[src/rtl/ecc_xfer_pkg.sv]
// Shared state encoding and word-map constants for the ECC operand transfer master.
package ecc_xfer_pkg;

   localparam int WORD_W       = 32;
   localparam int NUM_WORDS    = 12;
   localparam int SCALAR_WORDS = 13;

   localparam logic [1:0] OP_SEL_REG = 2'b00;
   localparam logic [1:0] OP_SEL_KEY = 2'b01;

   localparam logic [3:0] LAST_WORD    = 4'hB;
   localparam logic [3:0] KEY_MSB_WORD = 4'(SCALAR_WORDS - 1);

   typedef enum logic [2:0] {
      ST_IDLE,
      ST_WR_WORD,
      ST_WR_COMMIT,
      ST_RD_WAIT,
      ST_RD_CAP,
      ST_RD_WORD,
      ST_DONE
   } state_e;

endpackage

[src/rtl/ecc_xfer_rd_assembler.sv]
// Word-indexed shadow register that collects read words; load_i copies the
// completed value (including the word arriving this cycle) to data_o.
module ecc_xfer_rd_assembler
   import ecc_xfer_pkg::*;
(
   input  logic                          clk,
   input  logic                          reset_n,
   input  logic                          wr_en_i,
   input  logic [3:0]                    word_sel_i,
   input  logic [WORD_W-1:0]             word_i,
   input  logic                          load_i,
   output logic [NUM_WORDS*WORD_W-1:0]   shadow_o,
   output logic [NUM_WORDS*WORD_W-1:0]   data_o
);

   logic [NUM_WORDS-1:0][WORD_W-1:0] shadow_q, shadow_d;
   logic [NUM_WORDS*WORD_W-1:0]      data_q;

   always_comb begin
      shadow_d = shadow_q;
      if (wr_en_i && (word_sel_i <= LAST_WORD)) begin
         shadow_d[word_sel_i] = word_i;
      end
   end

   // NOTE: the shadow is reset too, so a readback compare never sees X before its first fill.
   always_ff @(posedge clk or negedge reset_n) begin
      if (!reset_n) begin
         shadow_q <= '0;
         data_q   <= '0;
      end else begin
         shadow_q <= shadow_d;
         if (load_i) begin
            data_q <= shadow_d;
         end
      end
   end

   assign shadow_o = shadow_q;
   assign data_o   = data_q;

endmodule

[src/rtl/ecc_operand_xfer.sv]
// Host-side master serialising 384-bit operands / 385-bit scalar over the ECC unit's
// 32-bit word port. Define ECC_OPERAND_XFER_READBACK_CHECK_EN to verify every write by readback.
module ecc_operand_xfer #(
   parameter int REG_SIZE = 384,
   parameter int WORD_W   = 32,
   parameter int RD_LAT   = 2
) (
   input  logic                clk,
   input  logic                reset_n,
   input  logic                wr_req_i,
   input  logic                rd_req_i,
   input  logic                sel_i,
   input  logic [7:0]          addr_i,
   input  logic [REG_SIZE:0]   wdata_i,
   output logic [REG_SIZE-1:0] rdata_o,
   output logic                done_o,
   output logic                err_o,
   output logic                mismatch_o,
   output logic                busy_o,
   input  logic                unit_busy_i,
   output logic [7:0]          u_addr_o,
   output logic                u_wr_en_o,
   output logic [1:0]          u_wr_op_sel_o,
   output logic [3:0]          u_wr_word_sel_o,
   output logic                u_rd_reg_o,
   output logic [1:0]          u_rd_op_sel_o,
   output logic [3:0]          u_rd_word_sel_o,
   output logic [WORD_W-1:0]   u_wdata_o,
   input  logic [WORD_W-1:0]   u_rdata_i
);

   import ecc_xfer_pkg::*;

   state_e                           state_q, state_d;
   logic [3:0]                       cnt_q, cnt_d;
   logic                             sel_q, sel_d;
   logic                             is_wr_q, is_wr_d;
   logic                             err_q, err_d;
   logic                             post_q;
   logic [7:0]                       addr_q, addr_d;
   logic [REG_SIZE:0]                wdata_q, wdata_d;
   logic [3:0]                       last_wr_word;
   logic [NUM_WORDS-1:0][WORD_W-1:0] wwords;
   logic                             abort;
   logic                             asm_load;
   logic [REG_SIZE-1:0]              shadow;
`ifdef ECC_OPERAND_XFER_READBACK_CHECK_EN
   logic                             rb_q, rb_d;
`endif

   assign last_wr_word = sel_q ? KEY_MSB_WORD : LAST_WORD;
   assign wwords       = wdata_q[REG_SIZE-1:0];
   // A finished transfer sitting in DONE is not aborted; its pulse is already out.
   assign abort        = unit_busy_i && (state_q != ST_IDLE) && (state_q != ST_DONE);

   // NOTE: every next-state signal gets its hold value first, so no branch can infer a latch.
   always_comb begin
      state_d = state_q;
      cnt_d   = cnt_q;
      sel_d   = sel_q;
      is_wr_d = is_wr_q;
      addr_d  = addr_q;
      wdata_d = wdata_q;
      err_d   = 1'b0;
`ifdef ECC_OPERAND_XFER_READBACK_CHECK_EN
      rb_d    = rb_q;
`endif
      case (state_q)
         ST_IDLE: begin
            if (!unit_busy_i && (wr_req_i || rd_req_i)) begin
               sel_d   = sel_i;
               is_wr_d = wr_req_i;
               addr_d  = sel_i ? 8'h00 : addr_i;
               wdata_d = wdata_i;
               cnt_d   = '0;
`ifdef ECC_OPERAND_XFER_READBACK_CHECK_EN
               rb_d    = 1'b0;
`endif
               if (wr_req_i)   state_d = ST_WR_WORD;
               else if (sel_i) state_d = ST_RD_WORD;
               else            state_d = ST_RD_WAIT;
            end
         end
         ST_WR_WORD: begin
            if (cnt_q == last_wr_word) begin
               cnt_d   = '0;
               state_d = sel_q ? ST_DONE : ST_WR_COMMIT;
            end else begin
               cnt_d = cnt_q + 4'd1;
            end
         end
         ST_WR_COMMIT: state_d = ST_DONE;
         ST_RD_WAIT: begin
            if (cnt_q == 4'(RD_LAT - 1)) begin
               cnt_d   = '0;
               state_d = ST_RD_CAP;
            end else begin
               cnt_d = cnt_q + 4'd1;
            end
         end
         ST_RD_CAP: begin
            cnt_d   = '0;
            state_d = ST_RD_WORD;
         end
         ST_RD_WORD: begin
            if (cnt_q == LAST_WORD) begin
               state_d = ST_DONE;
            end else begin
               cnt_d = cnt_q + 4'd1;
            end
         end
         ST_DONE: begin
            cnt_d   = '0;
            state_d = ST_IDLE;
`ifdef ECC_OPERAND_XFER_READBACK_CHECK_EN
            if (is_wr_q && !rb_q) begin
               rb_d    = 1'b1;
               state_d = sel_q ? ST_RD_WORD : ST_RD_WAIT;
            end
`endif
         end
         default: state_d = ST_IDLE;
      endcase
      if (abort) begin
         state_d = ST_IDLE;
         cnt_d   = '0;
         err_d   = 1'b1;
      end
   end

   // NOTE: sequential state uses non-blocking assignments only.
   always_ff @(posedge clk or negedge reset_n) begin
      if (!reset_n) begin
         state_q <= ST_IDLE;
         cnt_q   <= '0;
         sel_q   <= 1'b0;
         is_wr_q <= 1'b0;
         addr_q  <= '0;
         wdata_q <= '0;
         err_q   <= 1'b0;
         post_q  <= 1'b0;
`ifdef ECC_OPERAND_XFER_READBACK_CHECK_EN
         rb_q    <= 1'b0;
`endif
      end else begin
         state_q <= state_d;
         cnt_q   <= cnt_d;
         sel_q   <= sel_d;
         is_wr_q <= is_wr_d;
         addr_q  <= addr_d;
         wdata_q <= wdata_d;
         err_q   <= err_d;
         post_q  <= (state_q != ST_IDLE);
`ifdef ECC_OPERAND_XFER_READBACK_CHECK_EN
         rb_q    <= rb_d;
`endif
      end
   end

   always_comb begin
      u_wr_en_o       = 1'b0;
      u_wr_op_sel_o   = OP_SEL_REG;
      u_wr_word_sel_o = '0;
      u_wdata_o       = '0;
      u_rd_reg_o      = 1'b0;
      u_rd_op_sel_o   = OP_SEL_REG;
      u_rd_word_sel_o = '0;
      case (state_q)
         ST_WR_WORD: begin
            u_wr_en_o       = 1'b1;
            u_wr_op_sel_o   = sel_q ? OP_SEL_KEY : OP_SEL_REG;
            u_wr_word_sel_o = cnt_q;
            u_wdata_o       = (cnt_q == KEY_MSB_WORD) ? {{(WORD_W-1){1'b0}}, wdata_q[REG_SIZE]}
                                                      : wwords[cnt_q];
         end
         ST_RD_CAP: u_rd_reg_o = 1'b1;
         ST_RD_WORD: begin
            u_rd_op_sel_o   = sel_q ? OP_SEL_KEY : OP_SEL_REG;
            u_rd_word_sel_o = cnt_q;
         end
         default: ;
      endcase
   end

   // The final word is merged straight into the output so rdata_o is valid alongside done_o.
   assign asm_load = (state_q == ST_RD_WORD) && (cnt_q == LAST_WORD) && !is_wr_q && !unit_busy_i;

   ecc_xfer_rd_assembler u_asm (
      .clk        (clk),
      .reset_n    (reset_n),
      .wr_en_i    (state_q == ST_RD_WORD),
      .word_sel_i (cnt_q),
      .word_i     (u_rdata_i),
      .load_i     (asm_load),
      .shadow_o   (shadow),
      .data_o     (rdata_o)
   );

   assign busy_o   = (state_q != ST_IDLE);
   assign err_o    = err_q;
   assign u_addr_o = (busy_o || post_q) ? addr_q : 8'h00;

`ifdef ECC_OPERAND_XFER_READBACK_CHECK_EN
   // The first DONE of a write only launches the readback; the pulse comes after it.
   assign done_o     = (state_q == ST_DONE) && !(is_wr_q && !rb_q);
   assign mismatch_o = done_o && rb_q && (shadow != wdata_q[REG_SIZE-1:0]);
`else
   logic unused_shadow;
   assign unused_shadow = ^shadow;
   assign done_o        = (state_q == ST_DONE);
   assign mismatch_o    = 1'b0;
`endif

endmodule

[config.mk]
export PLATFORM = sky130hd
export DESIGN_NAME = ecc_operand_xfer
export DESIGN_NICKNAME = d
export VERILOG_FILES = /design/src/rtl/ecc_xfer_pkg.sv /design/src/rtl/ecc_xfer_rd_assembler.sv /design/src/rtl/ecc_operand_xfer.sv
export SDC_FILE = /design/constraint.sdc
export NUM_CORES = 2
export LEC_CHECK = 0
export ABC_AREA = 1
export BUFFER_PORTS_ARGS = -buffer_cell sky130_fd_sc_hd__buf_2
export CORE_AREA = 2 2 343 345
export CTS_CLUSTER_SIZE = 14
export DETAILED_ROUTE_END_ITERATION = 16
export DIE_AREA = 0 0 345 347
export GPL_TIMING_DRIVEN = 0
export SLEW_MARGIN = 25
export SYNTH_ARGS = -nofsm -noshare
export SYNTH_HDL_FRONTEND = slang
export SYNTH_SLANG_ARGS = --single-unit
[constraint.sdc]
create_clock -name clk -period 2.9 [get_ports clk]
set_input_delay 0.29 -clock clk [delete_from_list [all_inputs] [get_ports clk]]
set_output_delay 0.29 -clock clk [all_outputs]
set_load 0.05 [all_outputs]
==> flow_summary.yaml <==
yosys:
  synth_edf_count: 0
  synthArstFlopShare: 1.00
  mappedNetlistArea_sq_um: 47700
  ys_ff_latch: 1140
  synth.distinct_cells: 31
  dominantRegCellSynth: "dfrtp_1"
  synth-seq-area-share: 0.598
  avgSynthCellArea_sq_um: 8.41
  ys_warn_count: 0
  netlist_instances: 5677
routing:
  routed-via-count: 45481
  drt_wl_total_um: 199000
  drc: 0
  vias_per_cell: 5.19
  post_drt_wl_per_cell_um: 22.7
  drtAntennaViolNets: 0
  dr.pass1.iters: 6
  drt-initial-drc-count: 4293
placed_design:
  hpwl_um: 143000
  io_buffers: 869
  place_ws_ps: -1040
  gp_congestion: 0.987
  place_area_sq_um: 54300
power:
  power.switching_mw: 18.2
  power.density_nw_per_um2: 814
  p_int_mw: 34.0
  switching_share: 0.348
  combPwrFrac: 0.288
  design_power_total_mw: 52.2
  power.leakage_nw: 36.5
  ir_worst_vdd_v: 0.000643
  clockPowerShare: 0.312
  power.share.sequential: 0.400
cells_and_area:
  syn2layout_area_growth_pct: 34.3
  num-nets-final: 7549
  fin_area_sq_um: 64100
  utilization: 0.554
  fillCellCount: 10581
  drive_gt1_frac: 0.209
global_route:
  grt_start_max_net_pins: 128
  gr-total-overflow: 0
  grt_use_total: 0.326
  grt_pass1_wl_um: 289000
  antenna_found_initial: 29
  grt_pass1_vias: 44246
clock_tree:
  cts-buffers-inserted: 130
  clkTransAtPathRegs_ps: 60
  cts_max_level: 4
  clockBufferDepth: 3
  cts_sinks: 1140
  clock_latency_ps: 740
  cts_tree: "built"
  root_buffer: "clkbuf_16"
critical_path:
  timing.critical_path.buf_inv: 6
  cp_max_fo: 10
  critPathKind: "flop to output port"
  critPathMaxStageDelay_ps: 510
  slowest_stage: "dfrtp_2"
  end_kind: "output port"
  worst_path_dominant_cell_family: "buffers and inverters"
  critPathLaunchType: "flop"
  critPathArrivalTime_ps: 2680
  required_ps: 2610
  rrSetupSlack_ps: 150
  cp_cell_sequence: "inv_4, buf_12, buf_12, clkbuf_8, o21ai_1, o21ai_1, nand2_1, nand3_1, nand2_1, inv_1, buf_6"
sta:
  setup_viol: 6
  max_freq_ghz: 0.337
  period_share: 1.02
  worst_pin_slew_ps: 998
  slew-limit-headroom: 0.334
  fin_crit_ps: 2970
  skew_ps: 27.3
  setup_slack_ps: -66.6
  final_hold_viol_count: 0
  rsz0062_at_grt: "true"
  drv_slew: 0
  hold_slack_ps: 46.8
floorplanning:
  die_w_um: 345
  core_sq_um: 116000
  io_pins: 873
  num_rows: 125
  die_area_sq_um: 120000
  initial_core_util: 0.412
  die_y_um: 347
run_status:
  outcome: "finished with violations"
  failed_checks: "negative setup slack"
job:
  cap_violations: 0
worst_hold_path:
  hp-class: "input pin to flop"
-- synth_stat cells, types with 8 or more instances --
library cell | number | area (sq um)
a22o_1 | 8 | 70.1
buf_1 | 13 | 48.8
buf_2 | 87 | 435
buf_4 | 8 | 60.1
buf_6 | 71 | 800
clkbuf_1 | 140 | 526
dfrtp_1 | 1140 | 28500
inv_1 | 606 | 2270
inv_2 | 8 | 30.0
nand2_1 | 2204 | 8270
nand3_1 | 55 | 275
nor2_1 | 367 | 1380
o21ai_0 | 751 | 3760
o21ai_1 | 179 | 896
-- cell type report --
type	instances	area, sq um	share of cell area
Sequential cell	1140	28500	0.445
Multi-Input combinational cell	3601	15500	0.242
Timing Repair Buffer	1308	9280	0.145
Clock buffer	198	3930	0.0612
Inverter	616	2330	0.0364
Buffer	317	2310	0.0361
Tap cell	1524	1910	0.0297
Clock inverter	25	241	0.00377
Antenna cell	27	67.6	0.00105
-- per-stage QoR --
step / std cells / TNS [ps]
final: 8756 / -224
after global routing: 8742 / -1750
after CTS: 8720 / -1470
after detailed placement: 8082 / -313830
after global placement: 8072 / -
after floorplan: 5679 / 0
-- per-layer routing --
layer | vias to the layer above | wire, um | GRT usage
met5 | - | 26 | 0
met4 | 4 | 14400 | 0.213
met3 | 686 | 17200 | 0.0735
met2 | 2327 | 86500 | 0.486
met1 | 22150 | 80600 | 0.430
li1 | 20314 | - | -
-- worst reg2reg max path: cells and delay by family (launching register included) --
kind	cells	cell delay, ps
adders and majority gates	1	280
AOI/OAI and AO/OA	1	170
and+or+nand+nor	3	350
buffers and inverters	4	1310
DFF	1	500
-- power groups by stage --
stage / clock network (mW) / registers [mW] / logic [mW]
2_1_floorplan: 0 / 20.6 / 8.27
3_3_place_gp: 0 / 20.9 / 12.2
3_5_place_dp: 0 / 20.9 / 12.4
4_1_cts: 16.4 / 20.7 / 14.1
5_1_grt: 17.1 / 21.1 / 16.6
6_report: 16.3 / 20.9 / 15.1
-- repair_timing --
item                       4_1_cts  5_1_grt
hold endpoints to repair       757        0
gates cloned                     1        6
hold buffers                   399        0
pin swaps                       17       57
setup endpoints to repair      607      115
buffers inserted                15        9
resized for setup              320      221
-- worst paths after layout --
path / startpoint / end / cells past startpoint
max in group asynchronous: reset_n / u_asm.shadow_o[46]$_DFF_PN0_ / 6
min in group asynchronous: reset_n / addr_q[0]$_DFFE_PN0P_ / 2
max: cnt_q[0]$_DFFE_PN0P_ / u_wdata_o[8] / 11
min: u_rdata_i[25] / u_asm.shadow_o[217]$_DFF_PN0_ / 3
max reg2reg: cnt_q[0]$_DFFE_PN0P_ / u_asm.data_o[198]$_DFFE_PN0P_ / 9
min reg2reg: wdata_q[213]$_DFFE_PN0P_ / wdata_q[213]$_DFFE_PN0P_ / 2
-- cells in the final DEF (no fill, tap or decap), types with 36 or more instances in the layout --
| cell | count |
|---|---|
| dfrtp_1 | 1138 |
| o21ai_1 | 242 |
| nand2_2 | 40 |
| o21ai_0 | 677 |
| buf_6 | 92 |
| nand2_1 | 2151 |
| clkbuf_1 | 115 |
| clkbuf_16 | 141 |
| nor2_1 | 333 |
| buf_4 | 38 |
| dlygate4sd3_1 | 399 |
| clkbuf_8 | 38 |
| nand3_1 | 36 |
| buf_2 | 912 |
| inv_1 | 582 |
-- logic make-up after synthesis --
family	share of synthesized area
AOI/OAI and AO/OA	0.0995
DFF	0.598
other	0.0000786
xor gates and xnor gates	0.000367
and+or+nand+nor	0.213
buffers and inverters	0.0879
adders and majority gates	0.00105
-- registers in the layout (all words and copies together), names as in the netlist --
signal	count
cnt_q	4
u_asm.data_o	384
u_asm.shadow_o	352
addr_q	8
is_wr_q	1
wdata_q	385
sel_q	1
state_q	3
err_o	1
post_q	1
No activity file was read; power rests on OpenSTA's default activity.
